[config.mk]
export PLATFORM = sky130hd
export DESIGN_NAME = clk_div_prog
export DESIGN_NICKNAME = d
export VERILOG_FILES = /design/src/rtl/clk_div_pkg.sv /design/src/rtl/clk_div_period_ctr.sv /design/src/rtl/clk_div_prog.sv
export SDC_FILE = /design/constraint.sdc
export NUM_CORES = 1
export LEC_CHECK = 0
export BUFFER_PORTS_ARGS = -buffer_cell sky130_fd_sc_hd__buf_2
export CAP_MARGIN = 20
export CORE_ASPECT_RATIO = 2
export CORE_UTILIZATION = 25
export DETAILED_ROUTE_END_ITERATION = 10
export GPL_TIMING_DRIVEN = 0
export PLACE_DENSITY_LB_ADDON = 0.1
export SYNTH_ARGS = -nofsm -noshare
export SYNTH_HDL_FRONTEND = slang
export SYNTH_HIERARCHICAL = 1
export SYNTH_SLANG_ARGS = --single-unit
[constraint.sdc]
create_clock -name clk_in -period 4.76 [get_ports clk_in]
set_input_delay 0.476 -clock clk_in [delete_from_list [all_inputs] [get_ports clk_in]]
set_output_delay 0.476 -clock clk_in [all_outputs]
set_load 0.005 [all_outputs]
[src/rtl/clk_div_pkg.sv]
// Shared definitions for the programmable clock divider: select encodings,
// default preset divisors and the clamp that keeps a zero divisor out of the datapath.
package clk_div_pkg;

    typedef enum logic [1:0] {
        SEL_P0   = 2'b00,
        SEL_P1   = 2'b01,
        SEL_P2   = 2'b10,
        SEL_PROG = 2'b11
    } sel_t;

    localparam int DEF_CNT_W   = 16;
    localparam int DEF_PRESET0 = 32;
    localparam int DEF_PRESET1 = 8;
    localparam int DEF_PRESET2 = 4;
    localparam int DEF_PCNT_W  = 8;

    // A divisor of 0 has no meaningful period, so it is promoted to 1.
    function automatic logic [31:0] clamp_div(input logic [31:0] d);
        return (d == 32'd0) ? 32'd1 : d;
    endfunction

endpackage

[src/rtl/clk_div_period_ctr.sv]
// Period counter: boundary detect plus registered clk_out, tick and period count.
// All outputs update one clk_in edge after the inputs; en=0 freezes everything except tick.
module clk_div_period_ctr #(
    parameter int CNT_W  = 16,
    parameter int PCNT_W = 8
) (
    input  logic              clk_in,
    input  logic              rst,
    input  logic              en,
    input  logic [CNT_W-1:0]  div,
    input  logic [CNT_W-1:0]  next_div,
    output logic              boundary,
    output logic              clk_out,
    output logic              tick,
    output logic [PCNT_W-1:0] period_cnt
);

    logic [CNT_W-1:0] cnt;
    logic [CNT_W-1:0] cnt_nxt;
    logic [CNT_W-1:0] div_nxt;
    logic [CNT_W:0]   half;
    logic             reload;
    logic             wrap;

    always_comb begin
        wrap     = (cnt == div - CNT_W'(1));
        boundary = en && (reload || wrap);
        cnt_nxt  = cnt;
        div_nxt  = div;
        if (boundary) begin
            cnt_nxt = '0;
            div_nxt = next_div;
        end else if (en) begin
            cnt_nxt = cnt + CNT_W'(1);
        end
        // High phase is ceil(D/2) of the divisor that will be in force after this edge.
        half = ({1'b0, div_nxt} + (CNT_W + 1)'(1)) >> 1;
    end

    always_ff @(posedge clk_in) begin
        if (rst) begin
            cnt        <= '0;
            reload     <= 1'b1;
            clk_out    <= 1'b0;
            tick       <= 1'b0;
            period_cnt <= '0;
        end else begin
            cnt  <= cnt_nxt;
            tick <= en && wrap;
            if (boundary) begin
                reload <= 1'b0;
            end
            if (en) begin
                clk_out <= ({1'b0, cnt_nxt} < half);
            end
            if (en && wrap) begin
                period_cnt <= period_cnt + PCNT_W'(1);
            end
        end
    end

endmodule

[src/rtl/clk_div_prog.sv]
// Programmable divider top: divisor select, programmed-divisor register and write handshake.
// Divisor changes land only at period boundaries; cfg_ready stays low while a write is pending.
module clk_div_prog
    import clk_div_pkg::*;
#(
    parameter int CNT_W   = DEF_CNT_W,
    parameter int PRESET0 = DEF_PRESET0,
    parameter int PRESET1 = DEF_PRESET1,
    parameter int PRESET2 = DEF_PRESET2,
    parameter int PCNT_W  = DEF_PCNT_W
) (
    input  logic              clk_in,
    input  logic              rst,
    input  logic              en,
    input  logic [1:0]        sel,
    input  logic              cfg_valid,
    input  logic [CNT_W-1:0]  cfg_div,
    output logic              cfg_ready,
    output logic              clk_out,
    output logic              tick,
    output logic [PCNT_W-1:0] period_cnt,
    output logic [CNT_W-1:0]  active_div
);

    localparam logic [CNT_W-1:0] P0 = CNT_W'(clamp_div(32'(PRESET0)));
    localparam logic [CNT_W-1:0] P1 = CNT_W'(clamp_div(32'(PRESET1)));
    localparam logic [CNT_W-1:0] P2 = CNT_W'(clamp_div(32'(PRESET2)));

    logic [CNT_W-1:0] prog_div;
    logic [CNT_W-1:0] next_div;
    logic             pending;
    logic             accept;
    logic             boundary;

    assign cfg_ready = ~pending;
    assign accept    = cfg_valid && ~pending;

    always_comb begin
        next_div = P0;
        case (sel_t'(sel))
            SEL_P0:   next_div = P0;
            SEL_P1:   next_div = P1;
            SEL_P2:   next_div = P2;
            SEL_PROG: next_div = prog_div;
            default:  next_div = P0;
        endcase
    end

    // An accept coinciding with a boundary keeps pending set: the boundary
    // consumes the old prog_div and the new value waits for the next one.
    always_ff @(posedge clk_in) begin
        if (rst) begin
            active_div <= P0;
            prog_div   <= P0;
            pending    <= 1'b0;
        end else begin
            if (boundary) begin
                active_div <= next_div;
            end
            if (accept) begin
                prog_div <= CNT_W'(clamp_div(32'(cfg_div)));
                pending  <= 1'b1;
            end else if (boundary) begin
                pending <= 1'b0;
            end
        end
    end

    clk_div_period_ctr #(
        .CNT_W  (CNT_W),
        .PCNT_W (PCNT_W)
    ) u_period_ctr (
        .clk_in     (clk_in),
        .rst        (rst),
        .en         (en),
        .div        (active_div),
        .next_div   (next_div),
        .boundary   (boundary),
        .clk_out    (clk_out),
        .tick       (tick),
        .period_cnt (period_cnt)
    );

endmodule

### Word level (Yosys, flattened, before mapping)

Index checks and enable logic that the tools add are counted.

* output and inout bits: 27
* register bits after elaboration: 60
* bits of input ports: 22

* magnitude comparators: 1
* reductions and logical operators: 7
* $add $sub $neg: 4
* bitwise logic cells: 1
* equal/unequal tests: 4
* mux-type cells: 7

Operators by type and width (count)
* 16-bit two-way mux: 4
* 16-bit one-hot mux with 4 select lines: 1
* 16-bit by 1-bit adder with 17-bit output, second input constant: 1
* 16-bit by 1-bit adder with 16-bit output, second input constant: 1
* 16-bit equality test: 1
* 16-bit zero test: 1
* 16-bit less-than comparator: 1
* 16-bit by 1-bit subtractor with 16-bit output, second input constant: 1
* 8-bit by 1-bit adder with 8-bit output, second input constant: 1
* 2-bit equality test, second input constant: 2
* 1-bit logical AND: 3
* 2-bit by 1-bit equality test with 1-bit output, second input constant: 1
* 2-bit zero test: 1
* 1-bit two-way mux: 2
* 2-bit nonzero test: 1
* 1-bit logical OR: 1
* 1-bit inverter: 1

### Logic depth before layout (Yosys ltp)

Gate-level depths: netlist (run 1).

* word-level depth: 7
* gate-level depth with buffers: 27
* gate-level depth less buffers: 24

### Modules after synthesis

The synthesis (run 1) kept the hierarchy.

Modules (own cells, without submodules)
* clk_div_period_ctr: cells an instance 403, area each 3010.4 um^2, times used 1
* clk_div_prog: cells an instance 156, area each 1416.4 um^2, times used 1

### Worst setup path after synthesis (run 1)

Ideal clock, no wire load.

* path type: register to register
* start: reg active_div[0]
* end: reg u_period_ctr.clk_out
* slack: -287 ps
* required time: 4636 ps
* arrival time: 4923 ps
* library setup time: 124 ps
* period minus slack after synthesis: 5047 ps
* stages on the path, launching flop included: 26
* cells stage by stage: dfxtp_1 buf_2 inv_1 ha_1 or3b_1 nor3_1 o22ai_1 or4b_4 o31ai_4 buf_4 buf_2 nand2_1 o21ai_0 ha_1 buf_1 nand3_1 or4b_1 nand2_1 nor3_1 ha_1 nand4_1 or2_2 a21oi_1 nor4_1 a31oi_1 a31oi_1

* word-level cells in the longest chain between the ends: 7

Ends and longest elaborated chain
* from (decl): line clk_div_prog.sv:22 `output logic [CNT_W-1:0] active_div`
* from (signal assigned): line clk_div_prog.sv:58 `active_div <= next_div;`
* 16-bit by 1-bit subtractor with 16-bit output: line clk_div_period_ctr.sv:26 `wrap = (cnt == div - CNT_W'(1));`
* 16-bit equality test: line clk_div_period_ctr.sv:26
* 1-bit logical OR: line clk_div_period_ctr.sv:27 `boundary = en && (reload || wrap);`
* 1-bit logical AND: line clk_div_period_ctr.sv:27
* 16-bit two-way mux: line clk_div_period_ctr.sv:30 `if (boundary) begin`
* 16-bit by 1-bit adder with 17-bit output: line clk_div_period_ctr.sv:37 `half = ({1'b0, div_nxt} + (CNT_W + 1)'(1)) >> 1;`
* 16-bit less-than comparator (*): line clk_div_period_ctr.sv:54 `clk_out <= ({1'b0, cnt_nxt} < half);`
* to (signal assigned): line clk_div_period_ctr.sv:54
* to (decl): line clk_div_period_ctr.sv:13 `output logic clk_out,`

Mark *: on every way between the ends. The rest lies on a longest branch, timed or not.
A chain may end at the register's enable or synchronous reset.

### Worst setup path in the final report (run 1)

* start: reg active_div[6]
* end: reg u_period_ctr.clk_out

The elaborated chain is that of the path after synthesis.

==> results.toml, run 1 <==
[detailed_routing]
vias = 4297
first_pass_iters = 4
wire_per_inst_um = 18.76
routed_wirelength_mm = 16.02
drc_errors = 0
routed_via_density = 5.032
ant_nets = 0
drt-initial-drc-count = 145

[yosys]
synth_area_leaders = "dfxtp_1 27%, xnor2_1 6.9%, xor2_1 5.5%"
syn_inst = 559
ys_seq_area_frac = 0.2713
ys.flop_type = "dfxtp_1"
syn-num-nets = 600
syn_area_mm2 = 0.004427
synth-async-reset-ratio = 0
synth_top_area_share = 0.2713
synth_seq_cells = 60
synth_edf_count = 0
yosysWarnings = 6
synth_top_area_cell = "dfxtp_1"
ys_types = 61
avgSynthCellArea_um2 = 7.919

[critical_path]
max_stage_delay_ns = 0.54
path_class = "reg -> reg"
cp_slowest_cell = "or4_4"
start_kind = "flop"
critPathCaptureType = "flop"
worst-endpoint-required_ns = 5.03
crit_arrival_ns = 5.50
r2r_slack_ns = -0.47
crit_fanout = 8
cp_cell_sequence = "buf_4 -> or4_4 -> o41ai_4 -> nand3_2 -> a31o_4 -> o31ai_4 -> buf_6 -> buf_8 -> nand2_2 -> o21ai_2 -> ha_2 -> nand4_1 -> or4_4 -> a31oi_4 -> xor2_1 -> mux2i_1 -> ha_1 -> a21oi_2 -> nor2b_1 -> o21ai_1 -> a21oi_2 -> nor4_1 -> a31oi_1 -> a31oi_1"

[pwr]
p_leak_uw = 0.002266
cellPowerDensity_mw_per_mm2 = 240.5
irDropWorstVdd_uv = 141.4

[clocking]
cts_tree = "yes"
clock_sinks = 60
clk_path_buf_depth = 2
holdBufCountCts = 0
numCtsBuffers = 9
clock_latency_ns = 0.34
root_buffer = "clkbuf_16"
cts_htree_levels = 3
path_clk_slew_ns = 0.06

[grt]
grt_pass1_vias = 4426
grt_max_degree = 12
antenna_found_initial = 0
grtUsageTotal = 0.1860
overflow = 0
grt_first_pass_wirelength_mm = 24.29

[floorplanning]
rows = 68
ios = 49
die_w_um = 96.09
die-area_mm2 = 0.01827
core_area_mm2 = 0.01727
start_util = 0.2563
die_h_um = 190.2

[layout]
final_cells = 854
areaGrowthSynthToFinish_pct = 28.29
n_fill_cell = 1870
drive_gt1_frac = 0.2780
layout_commonest_cell = "nor2_1"
diodes = 0
layout_common_cells = "59 x nor2_1, 54 x dfxtp_1, 52 x buf_2, 52 x nand2_1, 35 x xnor2_1"
nets = 680
register_area_mm2 = 0.001216
multi_input_area_mm2 = 0.003142

[status]
failed_checks = "setup timing"
outcome = "complete, but fails checks"

[timing]
layout_min_cycle_time_ns = 5.235
final_hold_viol_count = 0
finalClockSkew_ns = 0.008683
hold_slack_ns = 0.3698
clock.fmax_mhz = 191.0
slew_viol_final = 0
rsz0062_at_grt = "true"
fin_tns_setup_ns = -0.4747
setup_viol = 1
min_period_over_period = 1.100
slew-limit-headroom = 0.5939
tightest_slew_ns = 0.6044
finalWorstSetupSlack_ns = -0.4747

[job]
drv_cap = 0

[placed_design]
io_buffers = 47
place_ws_ns = -1.288
place_inst = 816
dpl.hpwl_mm = 12.79
globalplace.congestion = 0.8663

[min_path]
hold_class = "in -> reg"
## synth_stat cells, types with 2 or more instances
cell / instances
dfxtp_1: 60
nor2_1: 60
nand2_1: 54
xnor2_1: 35
a21oi_1: 34
nand3_1: 33
nor3_1: 29
xor2_1: 28
ha_1: 19
mux2i_1: 19
inv_1: 12
and3_1: 11
clkbuf_1: 11
nand4_1: 11
o21ai_0: 11
buf_4: 10
buf_2: 9
nor4_1: 8
o211ai_1: 8
and3_2: 7
and3_4: 7
nand2b_1: 7
a21o_1: 6
buf_6: 6
a31oi_1: 5
nor2b_1: 5
or4_1: 5
nor3b_1: 4
or3_1: 4
a211oi_1: 3
and4_1: 2
buf_1: 2
inv_2: 2
nor4_4: 2
o21a_1: 2
o21ai_1: 2
o41ai_1: 2
## flip-flops by register name, indices dropped and copies added, names as in the netlist
signal,flops
u_period_ctr/period_cnt,8
active_div,16
u_period_ctr/reload,1
u_period_ctr/clk_out,1
u_period_ctr/tick,1
u_period_ctr/cnt,16
pending,1
prog_div,16
## path summary, 6_finish.rpt
check / start / end / cells past startpoint
max: active_div[6] / u_period_ctr/clk_out / 24
min: cfg_div[5] / prog_div[5] / 3
max reg2reg: active_div[6] / u_period_ctr/clk_out / 24
min reg2reg: prog_div[14] / prog_div[14] / 2
## final cells by class
type / instances / area share
buffer: 37 / 0.05398
clock buffer: 12 / 0.04340
clock inverter: 4 / 0.004406
inverter: 14 / 0.01013
multi-input combinational: 445 / 0.5532
sequential: 60 / 0.2141
tap: 210 / 0.04627
timing repair buffer: 72 / 0.07447
## report_power, final
group | switching, uW | internal (uW)
Sequential | 11.5 | 516
Clock | 241 | 365
Combinational | 135 | 98.1
Total | 388 | 978
## cell families (layout without fill, tap and decap cells)
family,Yosys count,after routing,synth area share
buffers and inverters,54,139,0.07320
adder cells (fa/ha/maj),19,19,0.05370
flip-flops,60,60,0.2713
XOR/XNOR,63,63,0.1246
AND/OR/NAND/NOR,262,262,0.3177
AO/OA/AOI/OAI,82,82,0.1165
multiplexers,19,19,0.04296
## through the flow
step / total power, uW / instance area [um^2] / util
4_1_cts: 1383 / 5525 / 0.3199
5_1_grt: 1434 / 5679 / 0.3288
6_report: 1366 / 5679 / 0.3288
3_5_place_dp: 742.7 / 4979 / 0.2883
2_1_floorplan: 671.4 / 4481 / -
3_3_place_gp: 742.0 / 4979 / 0.2883
## critical path: cells and delay by family (launching register included)
family	cells	cell delay [ns]
DFF	1	0.33
buffers and inverters	3	0.50
muxes	1	0.12
AOI/OAI and AO/OA	10	1.91
and+or+nand+nor	7	1.61
xor gates and xnor gates	1	0.16
adders and majority gates	2	0.54
## timing repair
| item | CTS | global route |
|---|---|---|
| cloned | 0 | 0 |
| gates resized for setup | 35 | 22 |
| pin swaps | 22 | 20 |
| endpoints found under the setup margin | 1 | 1 |
| setup buffers | 17 | 9 |
## layer usage
metal | global-route usage | part of all wire
met5 | 0 | 0
met4 | 0.1211 | 0.058
met3 | 0.02398 | 0.020
met2 | 0.3783 | 0.59
met1 | 0.1558 | 0.33
No activity file was read; power rests on OpenSTA's default activity.
==> inputs of run 2 (changes only) <==
--- a/config.mk
+++ b/config.mk
@@ -12,6 +12,7 @@
 export DETAILED_ROUTE_END_ITERATION = 10
 export GPL_TIMING_DRIVEN = 0
 export PLACE_DENSITY_LB_ADDON = 0.1
+export REMOVE_ABC_BUFFERS = 1
 export SYNTH_ARGS = -nofsm -noshare
 export SYNTH_HDL_FRONTEND = slang
 export SYNTH_HIERARCHICAL = 1
==> run 2 against run 1 <==
Net effect: the run still ends with setup timing left; first-iteration DRC count increased by 2.1%; total power increased by 3.5%; final area decreased by 4.1%; clock-buffer cell count unchanged; die area unchanged; critical path type unchanged; largest cell class unchanged; largest power group unchanged.
==> results.toml, run 2 (synthesis gave the netlist of run 1 again) <==
[status]
outcome = "complete, but fails checks"
failed_checks = "setup timing"

[timing]
setup_viol = 1
tightest_slew_ns = 1.101
min_period_over_period = 1.070
final_hold_viol_count = 0
rsz0062_at_grt = "true"
finalClockSkew_ns = 0.005995
clock.fmax_mhz = 196.3
slew_viol_final = 0
fin_tns_setup_ns = -0.3344
slew-limit-headroom = 0.2646
hold_slack_ns = 0.3764
layout_min_cycle_time_ns = 5.094
finalWorstSetupSlack_ns = -0.3344

[clocking]
numCtsBuffers = 9
root_buffer = "clkbuf_16"
clock_sinks = 60
clock_latency_ns = 0.34
clk_path_buf_depth = 2
cts_tree = "yes"
cts_htree_levels = 3
path_clk_slew_ns = 0.05

[placed_design]
place_ws_ns = -1.782
globalplace.congestion = 0.7511
io_buffers = 48
dpl.hpwl_mm = 10.86

[detailed_routing]
routed_via_density = 5.050
wire_per_inst_um = 17.87
drt-initial-drc-count = 148
drc_errors = 0
first_pass_iters = 4
ant_nets = 0
routed_wirelength_mm = 14.64
vias = 4136

[critical_path]
crit_fanout = 7
cp-startpoint = "active_div[1]"
worst-endpoint-required_ns = 4.99
worstReg2RegStart = "active_div[1]"
path_class = "reg -> reg"
max_stage_delay_ns = 0.59
cp_slowest_cell = "or4_4"
cp_cell_sequence = "buf_12 -> or4_4 -> nor4_1 -> o21ai_0 -> a31o_2 -> o31ai_4 -> buf_8 -> buf_12 -> nand2_1 -> o21ai_1 -> ha_2 -> nand4_1 -> or4_4 -> a31oi_4 -> xor2_1 -> a21oi_1 -> ha_1 -> nand4_1 -> or2_4 -> a21oi_2 -> nor4_1 -> a31oi_1 -> a31oi_1"
start_kind = "flop"
critPathCaptureType = "flop"
r2r_slack_ns = -0.33
critPathCapture = "u_period_ctr/clk_out"
reg2reg_to = "u_period_ctr/clk_out"
crit_arrival_ns = 5.32
reg2regPathDepth = 23

[floorplanning]
die_h_um = 190.2
die_w_um = 96.09
start_util = 0.2563
rows = 68
die-area_mm2 = 0.01827
ios = 49
core_area_mm2 = 0.01727

[layout]
diodes = 0
drive_gt1_frac = 0.2397
areaGrowthSynthToFinish_pct = 22.98
nets = 645
layout_commonest_cell = "nor2_1"
fin_util = 0.3152
n_fill_cell = 1864
layout_common_cells = "60 x nor2_1, 54 x nand2_1, 51 x dfxtp_1"
reg_top3 = "active_div (16), prog_div (16), u_period_ctr/cnt (16)"

[grt]
grtUsageTotal = 0.1731
grt_max_degree = 43
antenna_found_initial = 0
overflow = 0
grt_first_pass_wirelength_mm = 23.32
grt_pass1_vias = 4209

[pwr]
cellPowerDensity_mw_per_mm2 = 259.8
p_leak_uw = 0.002152
irDropWorstVdd_uv = 167.5
power_uw = 1414

[job]
drv_cap = 0

[min_path]
hold_class = "in -> reg"
==> run 2: changes by cell type in the layout (fill, tap and decap cells not counted), moves of 2 or more <==
cell       before  now
buf_4          34   18
clkbuf_1       11    1
buf_6           7    0
buf_2          52   48
dfxtp_1        54   51
dfxtp_2         3    6
bufbuf_16       0    2
nand2_1        52   54
nand2_2         2    0
o21ai_2         3    1
==> run 2: repair_timing <==
| action | CTS | global route |
|---|---|---|
| endpoints found under the hold margin | 0 | 0 |
| pin swaps | 17 | 3 |
| gates cloned | 2 | 0 |
| setup endpoints to repair | 1 | 1 |
| hold buffers | 0 | 0 |
| buffers inserted | 18 | 1 |
| gates resized for setup | 43 | 1 |
==> run 2: per-stage QoR <==
| step | instances | instance area (um^2) |
|---|---|---|
| 6_report | 819 | 5444 |
| 5_1_grt | 819 | 5444 |
| 2_1_floorplan | 519 | 4155 |
| 3_5_place_dp | 782 | 4751 |
| 4_1_cts | 818 | 5433 |
| 3_3_place_gp | 777 | 4658 |
==> run 2: worst max-delay path, delay by kind of cell, from the launching register on <==
kind | cells | cell delay (ns)
and+or+nand+nor | 8 | 1.96
AOI/OAI and AO/OA | 9 | 1.59
adders and majority gates | 2 | 0.51
buffers and inverters | 3 | 0.40
DFF | 1 | 0.36
xor gates and xnor gates | 1 | 0.17
==> run 2: cell type report <==
type                    count  area [um^2]  share of cell area
clock inverters             4        47.55            0.008734
multi-input cells         445         3044              0.5592
well taps                 210        262.8             0.04826
inverters                  14        55.05             0.01011
flip-flops and latches     60         1220              0.2241
clock buffers              12        256.5             0.04712
repair buffers             74        558.0              0.1025
==> run 2: metal layers <==
metal,part of all wire,global-route usage,wire [um],up-vias
met5,0,0,0,-
met4,0.040,0.08898,586,0
met3,0.023,0.02838,333,28
met2,0.56,0.3238,8269,74
met1,0.37,0.1767,5448,1971
li1,-,-,-,2063
==> run 2: how the worst min path moves through the flow <==
stage | startpoint | endpoint | slack, ns | depth (start not counted)
after floorplan | prog_div[13] | prog_div[13] | 0.43 | 2
after global placement | prog_div[13] | prog_div[13] | 0.44 | 2
after detailed placement | prog_div[1] | prog_div[1] | 0.44 | 2
after CTS | cfg_div[5] | prog_div[5] | 0.37 | 3
after global routing | cfg_div[5] | prog_div[5] | 0.38 | 3
final | cfg_div[5] | prog_div[5] | 0.38 | 3
==> run 2: where the power goes <==
group          internal [uW]  switching, uW  total [uW]
clock                    432            246         678
combinational           91.9            111         203
sequential               516           17.7         534
total                   1040            375        1410
==> inputs of run 3 (changes only) <==
==> constraint.sdc (replaced) <==
create_clock -name clk_in -period 5.8 [get_ports clk_in]
set_input_delay 0.58 -clock clk_in [delete_from_list [all_inputs] [get_ports clk_in]]
set_output_delay 0.58 -clock clk_in [all_outputs]
set_load 0.005 [all_outputs]
==> run 3 against run 2 <==
Net effect: the flow now finishes without violations; cell count shrank 1.8%; final area shrank 4.6%; sequential power down 18%; clock power decreased by 18%; register-to-register slack gained 0.56 ns; sequential share of layout area grew 0.80 points.
==> results.toml, run 3 (synthesis gave the netlist of run 1 again) <==
[status]
outcome = "complete, no violations"

[pwr]
cellPowerDensity_mw_per_mm2 = 220.6
irDropWorstVdd_uv = 140.6
p_leak_uw = 0.002039

[clocking]
numCtsBuffers = 9
cts_htree_levels = 3
clk_path_buf_depth = 2
clock_sinks = 60
cts_tree = "yes"
path_clk_slew_ns = 0.05
root_buffer = "clkbuf_16"
holdBufCountCts = 0
clock_latency_ns = 0.34

[grt]
grt_pass1_vias = 4054
overflow = 0
grt_first_pass_wirelength_mm = 22.51
grt_max_degree = 43
antenna_found_initial = 0
grtUsageTotal = 0.1671

[layout]
fin_util = 0.3006
final_cells = 804
diodes = 0
layout_commonest_cell = "nor2_1"
drive_gt1_frac = 0.1902
layout_common_cells = "60 x nor2_1, 57 x dfxtp_1, 54 x nand2_1"
reg_top3 = "active_div (16), prog_div (16), u_period_ctr/cnt (16)"
nets = 630
areaGrowthSynthToFinish_pct = 17.30

[min_path]
hold-path-endpoint = "prog_div[1]"
worst_hold_startpoint = "prog_div[1]"
hold_class = "reg -> reg"
whs_path_depth = 2

[critical_path]
crit_fanout = 26
reg2regPathDepth = 24
reg2reg_to = "u_period_ctr/clk_out"
path_class = "reg -> reg"
critPathCaptureType = "flop"
worstReg2RegStart = "active_div[0]"
worst-endpoint-required_ns = 6.02
cp_cell_sequence = "inv_1 -> ha_2 -> or3b_4 -> nor3_1 -> o22ai_1 -> or4b_4 -> o31ai_4 -> buf_12 -> buf_12 -> nand2_1 -> o21ai_0 -> ha_2 -> nand4_1 -> or4_4 -> a31oi_4 -> xor2_1 -> a21oi_1 -> ha_1 -> nand4_1 -> or2_2 -> a21oi_1 -> nor4_1 -> a31oi_1 -> a31oi_1"
crit_buf_inv = 3
r2r_slack_ns = 0.23
critical_path.top_delay_family = "simple AND/OR/NAND/NOR gates"
cp_slowest_cell = "or4b_4"
crit_arrival_ns = 5.80
start_kind = "flop"
max_stage_delay_ns = 0.60

[timing]
setup_viol = 0
finalClockSkew_ns = 0.005990
min_period_over_period = 0.9612
clock.fmax_mhz = 179.4
slew-limit-headroom = 0.2615
rsz0062_at_grt = "false"
tightest_slew_ns = 1.105
final_hold_viol_count = 0
slew_viol_final = 0
layout_min_cycle_time_ns = 5.575

[floorplanning]
rows = 68
core_area_mm2 = 0.01727
die_h_um = 190.2
die_w_um = 96.09
ios = 49
die-area_mm2 = 0.01827
start_util = 0.2563

[detailed_routing]
vias = 4079
drc_errors = 0
drt-initial-drc-count = 190
routed_wirelength_mm = 14.36
routed_via_density = 5.073
wire_per_inst_um = 17.86
first_pass_iters = 4
ant_nets = 0

[placed_design]
place_inst = 782
dpl.hpwl_mm = 10.86
globalplace.congestion = 0.7511
io_buffers = 48

[job]
drv_cap = 0
## run 3: changes by cell type in the layout (fill, tap and decap cells not counted), moves of 3 or more
| cell | change |
|---|---|
| o21ai_0 | +3 |
| buf_4 | -13 |
| dfxtp_4 | -3 |
| dfxtp_1 | +6 |
| dfxtp_2 | -3 |
## run 3: worst max path at each step
stage | slack (ns) | end | startpoint | depth (start not counted)
6_report | 0.23 | u_period_ctr/clk_out | active_div[0] | 24
5_1_grt | 0.01 | u_period_ctr/clk_out | active_div[0] | 25
4_1_cts | 0.001 | u_period_ctr/clk_out | active_div[0] | 24
3_5_place_dp | -0.74 | u_period_ctr/clk_out | active_div[0] | 24
3_3_place_gp | -2.93 | u_period_ctr/clk_out | active_div[0] | 22
2_1_floorplan | -0.79 | u_period_ctr/clk_out | active_div[0] | 22
## run 3: area by class of cell
cell class                      count  area, um^2
Fill cell                        1881       12080
Multi-Input combinational cell    445        2963
Sequential cell                    60        1205
Timing Repair Buffer               59       405.4
Tap cell                          210       262.8
Clock buffer                       12       256.5
Inverter                           14       52.55
Clock inverter                      4       47.55
## run 3: what timing repair did
item	4_1_cts	5_1_grt
buffers inserted	3	2
cloned	0	1
pin swaps	1	4
endpoints found under the setup margin	1	1
gates resized for setup	3	14
## run 3: worst min-delay path: cells and delay by family (launching register included)
kind / cells / cell delay [ns]
flops: 1 / 0.30
simple gates: 1 / 0.05
compound gates: 1 / 0.05
## run 3: metrics by stage
stage	setup TNS [ns]	hold WS (ns)	setup slack (ns)	cell area (um^2)	total power [uW]
floorplan	-0.7873	0.4255	-0.7873	4155	526.7
global placement	-2.932	0.4442	-2.932	4658	579.4
detailed placement	-0.7416	0.4441	-0.7416	4751	588.2
CTS	0	0.4518	0.001161	5092	1157
global route	0	0.4612	0.01133	5192	1201
finish	0	0.4519	0.2250	5192	1145
## run 3: power by group
group	total, uW	switching (uW)	internal (uW)
combinational	150	86.2	63.4
clock	557	203	354
sequential	439	14.4	424
total	1150	303	842
## run 3: per-layer routing
metal  share of wire  track usage
met1            0.38       0.1721
met2            0.56       0.3104
met3           0.021      0.02718
met4           0.034      0.08668
met5               0            0
